`config.mk`:
```
export PLATFORM = sky130hd
export DESIGN_NAME = wb_burst_initiator
export DESIGN_NICKNAME = d
export VERILOG_FILES = /design/src/rtl/wb_burst_initiator.sv
export SDC_FILE = /design/constraint.sdc
export NUM_CORES = 1
export LEC_CHECK = 0
export CAP_MARGIN = 10
export CORE_UTILIZATION = 47
export CTS_CLUSTER_DIAMETER = 100
export CTS_CLUSTER_SIZE = 16
export DETAILED_ROUTE_END_ITERATION = 6
export GPL_ROUTABILITY_DRIVEN = 0
export PLACE_DENSITY = 0.95
export SYNTH_ARGS = -nofsm -noshare
export SYNTH_HDL_FRONTEND = slang
export SYNTH_SLANG_ARGS = --single-unit
```
`constraint.sdc`:
```
create_clock -name clk -period 4 [get_ports clk]
set_input_delay 0.4 -clock clk [delete_from_list [all_inputs] [get_ports clk]]
set_output_delay 0.4 -clock clk [all_outputs]
set_load 0.02 [all_outputs]
```
`src/rtl/wb_burst_initiator.sv`:
```
// Wishbone-classic burst initiator: turns (addr, len, we) commands into incrementing word bursts.
// Optional bus-timeout abort is enabled by defining WB_TIMEOUT_EN.
module wb_burst_initiator #(
    parameter int unsigned LEN_WIDTH = 8
`ifdef WB_TIMEOUT_EN
    , parameter int unsigned TIMEOUT_CYCLES = 255
`endif
) (
    input  logic                 clk,
    input  logic                 rst,
    input  logic                 cmd_valid_i,
    output logic                 cmd_ready_o,
    input  logic                 cmd_we_i,
    input  logic [31:0]          cmd_addr_i,
    input  logic [LEN_WIDTH-1:0] cmd_len_i,
    input  logic                 wdata_valid_i,
    output logic                 wdata_ready_o,
    input  logic [31:0]          wdata_i,
    output logic                 rsp_valid_o,
    input  logic                 rsp_ready_i,
    output logic [31:0]          rsp_data_o,
    output logic                 busy_o,
    output logic                 done_o,
    output logic                 err_o,
    output logic                 cyc_o,
    output logic                 stb_o,
    output logic                 we_o,
    output logic [31:0]          addr_o,
    output logic [31:0]          data_o,
    input  logic [31:0]          data_i,
    input  logic                 ack_i
);

    typedef enum logic [0:0] {StIdle, StAccess} state_e;

    state_e                state_q, state_d;
    logic                  we_q, we_d;
    logic [31:0]           addr_q, addr_d;
    logic [LEN_WIDTH-1:0]  rem_q, rem_d;
    logic                  wfull_q, wfull_d;
    logic [31:0]           wdata_q, wdata_d;
    logic                  rsp_valid_q, rsp_valid_d;
    logic [31:0]           rsp_data_q, rsp_data_d;
    logic                  done_q, done_d;
    logic                  err_q, err_d;

    logic in_access, stb, beat, last, timeout;
    logic unused_addr_lsb;

    assign unused_addr_lsb = ^cmd_addr_i[1:0];

    assign in_access = (state_q == StAccess);
    // Reads stall while the response slot is full and not draining; writes wait for data.
    assign stb  = in_access && (we_q ? wfull_q : (!rsp_valid_q || rsp_ready_i));
    assign beat = stb && ack_i;
    assign last = (rem_q == '0);

    assign cmd_ready_o   = !rst && (state_q == StIdle);
    // Never accept a word beyond the burst length.
    assign wdata_ready_o = in_access && we_q && (!wfull_q || (beat && !last));
    assign cyc_o         = in_access;
    assign stb_o         = stb;
    assign we_o          = in_access && we_q;
    assign addr_o        = addr_q;
    assign data_o        = wdata_q;
    assign busy_o        = in_access;
    assign rsp_valid_o   = rsp_valid_q;
    assign rsp_data_o    = rsp_data_q;
    assign done_o        = done_q;
    assign err_o         = err_q;

`ifdef WB_TIMEOUT_EN
    localparam int unsigned CntW = $clog2(TIMEOUT_CYCLES + 1);
    logic [CntW-1:0] cnt_q, cnt_d;

    always_comb begin
        cnt_d   = '0;
        timeout = 1'b0;
        if (stb && !ack_i) begin
            if (cnt_q == CntW'(TIMEOUT_CYCLES - 1)) begin
                timeout = 1'b1;
            end else begin
                cnt_d = cnt_q + 1'b1;
            end
        end
    end

    always_ff @(posedge clk) begin
        if (rst) cnt_q <= '0;
        else     cnt_q <= cnt_d;
    end
`else
    assign timeout = 1'b0;
`endif

    always_comb begin
        state_d     = state_q;
        we_d        = we_q;
        addr_d      = addr_q;
        rem_d       = rem_q;
        wfull_d     = wfull_q;
        wdata_d     = wdata_q;
        rsp_valid_d = rsp_valid_q;
        rsp_data_d  = rsp_data_q;
        done_d      = 1'b0;
        err_d       = 1'b0;

        // Reload wins over consume so a simultaneous drain and ack keeps the slot full.
        if (beat && !we_q) begin
            rsp_valid_d = 1'b1;
            rsp_data_d  = data_i;
        end else if (rsp_ready_i) begin
            rsp_valid_d = 1'b0;
        end

        if (wdata_valid_i && wdata_ready_o) begin
            wfull_d = 1'b1;
            wdata_d = wdata_i;
        end else if (beat && we_q) begin
            wfull_d = 1'b0;
        end

        case (state_q)
            StIdle: begin
                if (cmd_valid_i && cmd_ready_o) begin
                    state_d = StAccess;
                    we_d    = cmd_we_i;
                    addr_d  = {cmd_addr_i[31:2], 2'b00};
                    rem_d   = cmd_len_i;
                end
            end
            StAccess: begin
                if (timeout) begin
                    state_d = StIdle;
                    err_d   = 1'b1;
                    wfull_d = 1'b0;
                end else if (beat) begin
                    addr_d = addr_q + 32'd4;
                    rem_d  = rem_q - 1'b1;
                    if (last) begin
                        done_d  = 1'b1;
                        state_d = StIdle;
                    end
                end
            end
            default: state_d = StIdle;
        endcase
    end

    always_ff @(posedge clk) begin
        if (rst) begin
            state_q     <= StIdle;
            we_q        <= 1'b0;
            addr_q      <= '0;
            rem_q       <= '0;
            wfull_q     <= 1'b0;
            wdata_q     <= '0;
            rsp_valid_q <= 1'b0;
            rsp_data_q  <= '0;
            done_q      <= 1'b0;
            err_q       <= 1'b0;
        end else begin
            state_q     <= state_d;
            we_q        <= we_d;
            addr_q      <= addr_d;
            rem_q       <= rem_d;
            wfull_q     <= wfull_d;
            wdata_q     <= wdata_d;
            rsp_valid_q <= rsp_valid_d;
            rsp_data_q  <= rsp_data_d;
            done_q      <= done_d;
            err_q       <= err_d;
        end
    end

endmodule
```
==> results.toml <==
[worst_setup_path]
path_cells = "nor4_2 > and3_1 > o21ai_1 > and2_1 > clkdlybuf4s50_1"
rr_endpoint = "addr_o[26]$_SDFFE_PP0P_"
cp-start-kind = "register"
required_ns = 3.60
critPathKind = "reg -> out"
worstRegToRegCells = 5
ff2ff_setup_slack_ns = 1.50
cpPeakStageDelay_ns = 0.58
crit_end = "wdata_ready_o"
crit_fanout = 6
cp_slowest_cell = "clkdlybuf4s50_1"
crit_start = "rem_q[2]$_SDFFE_PP0P_"
r2r_start = "addr_o[2]$_SDFFE_PP0P_"
cp-end-kind = "output port"
crit_arrival_ns = 2.38

[global_routing]
antenna_found_initial = 0
grt_max_degree = 68
grt_pass1_vias = 4922
gr-total-overflow = 0
grtUsageTotal_pct = 26.0
grt_pass1_wl_mm = 23.9

[floorplanning]
die_area_mm2 = 0.0116
die_h_um = 108
core.rowCount = 38
coreArea_mm2 = 0.0108
ios = 216
die_w_um = 108
initial_utilization_pct = 48.3

[timing]
whs_ns = 0.459
period_needed_ns = 2.78
fin_crit_sh_pct = 69.5
fin_setup_tns_ns = 0
hold_viol_final = 0
rsz0062_at_grt = "false"
slew_violations = 0
worst_slew_pin_slew_ns = 0.971
fmax_mhz = 360
final-setup-viol-count = 0
max_slew_margin_pct = 35.3
skew_ns = 0.0149

[detailed_routing]
viasPerCell = 5.47
vias = 5336
drt_iter0_markers = 354
wl_per_cell_um = 15.6
route.antenna.remaining_nets = 0
first_pass_iters = 5
drt-total-wl_mm = 15.2
drc = 0

[final_layout]
drive_above_1_share_pct = 4.07
multi_input_area_mm2 = 0.00281
diodes = 0
ff_latch_area_mm2 = 0.00214
area_growth_pct = 43.7
final_nets = 945
nFillCells = 860

[worst_hold_path]
hp-class = "reg -> reg"

[yosys]
synth_cells = 652
yosys-top-cells-area = "dfxtp_1, nand2b_1, mux2i_1, nand2_1, a21oi_1"
synth_cell_types = 51
synth_area_mm2 = 0.00524
yosys.area.top_type_share_pct = 40.9
yosys_warnings = 0
synth-seq-area-share_pct = 40.9
synth_ff_type = "dfxtp_1"
synthArstFlopShare_pct = 0
synth_seq_cells = 107
avgSynthCellArea_um2 = 8.04
synth_edf_count = 0
yosys.area.top_type = "dfxtp_1"

[clocking]
cts_tree = "yes"
cts_max_level = 3
cts_resized = 0
cts_sinks = 107
worstSkewPairLatency_ns = 0.37
cts_buffer_depth = 2
root_buffer = "clkbuf_8"
clk_pin_slew_ns = 0.11
cts_buffers = 9
postCtsSetupBuffers = 0
cts_hold_buffers = 0

[place]
port_buffers = 210
dp_hpwl_mm = 10.7

[job]
maxCapViolCount = 0

[power_and_ir_drop]
powerDensity_mw_per_mm2 = 307
peakVddDrop_mv = 0.171
p_leak_nw = 2.53

[run_status]
outcome = "finished, final reports clean"
==> cell families (layout without fill, tap and decap cells) <==
logic type / count (synthesis) / after routing / share of synthesized area, %
and+or+nand+nor: 285 / 285 / 27.9
AOI/OAI and AO/OA: 147 / 147 / 17.2
DFF: 107 / 107 / 40.9
buffers and inverters: 70 / 252 / 5.75
muxes: 39 / 39 / 7.47
adders and majority gates: 3 / 3 / 0.716
other: 1 / 3 / 0.0716
==> worst min-delay path by stage <==
stage	startpoint	to	cells after the start
final	rsp_data_o[13]$_SDFFE_PP0P_	rsp_data_o[13]$_SDFFE_PP0P_	2
after global routing	rsp_data_o[13]$_SDFFE_PP0P_	rsp_data_o[13]$_SDFFE_PP0P_	2
after CTS	rst	addr_o[7]$_SDFFE_PP0P_	2
after detailed placement	rsp_data_o[17]$_SDFFE_PP0P_	rsp_data_o[17]$_SDFFE_PP0P_	2
after global placement	rsp_data_o[7]$_SDFFE_PP0P_	rsp_data_o[7]$_SDFFE_PP0P_	2
after floorplan	wfull_q$_SDFFE_PP0P_	wfull_q$_SDFFE_PP0P_	2
==> worst max-delay path, delay by kind of cell (launching register included) <==
kind | cells | cell delay (ns)
and+or+nand+nor | 3 | 0.95
buffers and inverters | 1 | 0.58
DFF | 1 | 0.39
AOI/OAI and AO/OA | 1 | 0.09
==> placed cells by master, fill, tap and decap left out, drive strengths merged, types with 3 or more instances in the layout <==
master,Yosys,routed
a22oi,9,9
clkdlybuf4s50,0,209
nand3,20,20
o2bb2ai,6,6
and3,14,14
and2,4,4
nand2,97,97
nor3,14,14
nor4,10,10
o32ai,12,12
o22ai,6,6
a21oi,71,71
and4,3,3
a211oi,5,5
or4,4,4
dfxtp,107,107
nor2b,4,4
ha,3,3
nand2b,69,69
inv,19,20
conb,1,3
nand4,8,8
clkinv,0,4
o21ai,21,21
nor2,31,31
buf,15,8
mux2i,38,38
clkbuf,36,10
==> final cells by class <==
type,instances,area share (%)
flip-flops and latches,107,28.4
clock buffers,10,1.83
clock inverters,6,0.532
repair buffers,217,28.6
well taps,140,2.33
multi-input cells,477,37.4
inverters,19,0.947
==> where the power goes <==
part	switching, mW	total [mW]	internal, mW
clock	0.377	0.621	0.244
sequential	0.0547	1.17	1.11
combinational	0.258	0.521	0.263
total	0.689	2.31	1.62
==> metrics by stage <==
step | cell area (um2) | utilization [%] | instances | total power [mW] | setup slack (ns)
4_1_cts | 7530 | 69.5 | 976 | 2.32 | 1.19
3_5_place_dp | 7350 | 67.8 | 960 | 1.71 | 1.29
5_1_grt | 7530 | 69.5 | 976 | 2.43 | 1.01
2_1_floorplan | 5250 | - | 654 | 1.46 | 1.92
6_report | 7530 | 69.5 | 976 | 2.31 | 1.22
3_3_place_gp | 7350 | 67.8 | 960 | 1.70 | 1.31
==> state kept, by name, summed over array words and instances, names as in the netlist <==
| name | cells |
|---|---|
| wfull_q | 1 |
| busy_o | 1 |
| data_o | 32 |
| done_o | 1 |
| rsp_data_o | 32 |
| addr_o | 30 |
| rem_q | 8 |
| rsp_valid_o | 1 |
| we_q | 1 |
==> Yosys cell counts, types with 2 or more instances <==
library cell / count
o2bb2ai_1: 6
or2_1: 2
buf_2: 4
a311o_1: 2
and2_1: 4
and3_1: 14
nand4_1: 8
a21oi_1: 71
o32ai_1: 12
a31oi_1: 2
mux2i_1: 38
or4_1: 3
dfxtp_1: 107
o22ai_1: 6
nand2b_1: 69
or3_1: 2
o41ai_1: 2
a311oi_1: 2
nand3_1: 20
inv_1: 18
o21ai_0: 18
o21a_1: 2
buf_1: 3
nor4_2: 3
a22oi_1: 9
nor2b_1: 4
and4_1: 3
nor3_1: 14
buf_4: 7
nand2_1: 97
nor4_1: 7
nor2_1: 31
ha_1: 3
o21ai_1: 3
clkbuf_1: 36
a211oi_1: 5
==> layer usage <==
layer	global-route usage, %	up-vias	wire, um
met5	0	-	0
met4	12.9	0	421
met3	4.60	32	945
met2	42.8	215	7380
met1	32.6	2463	6440
li1	-	2626	-
Power figures use the tool's default switching activity.
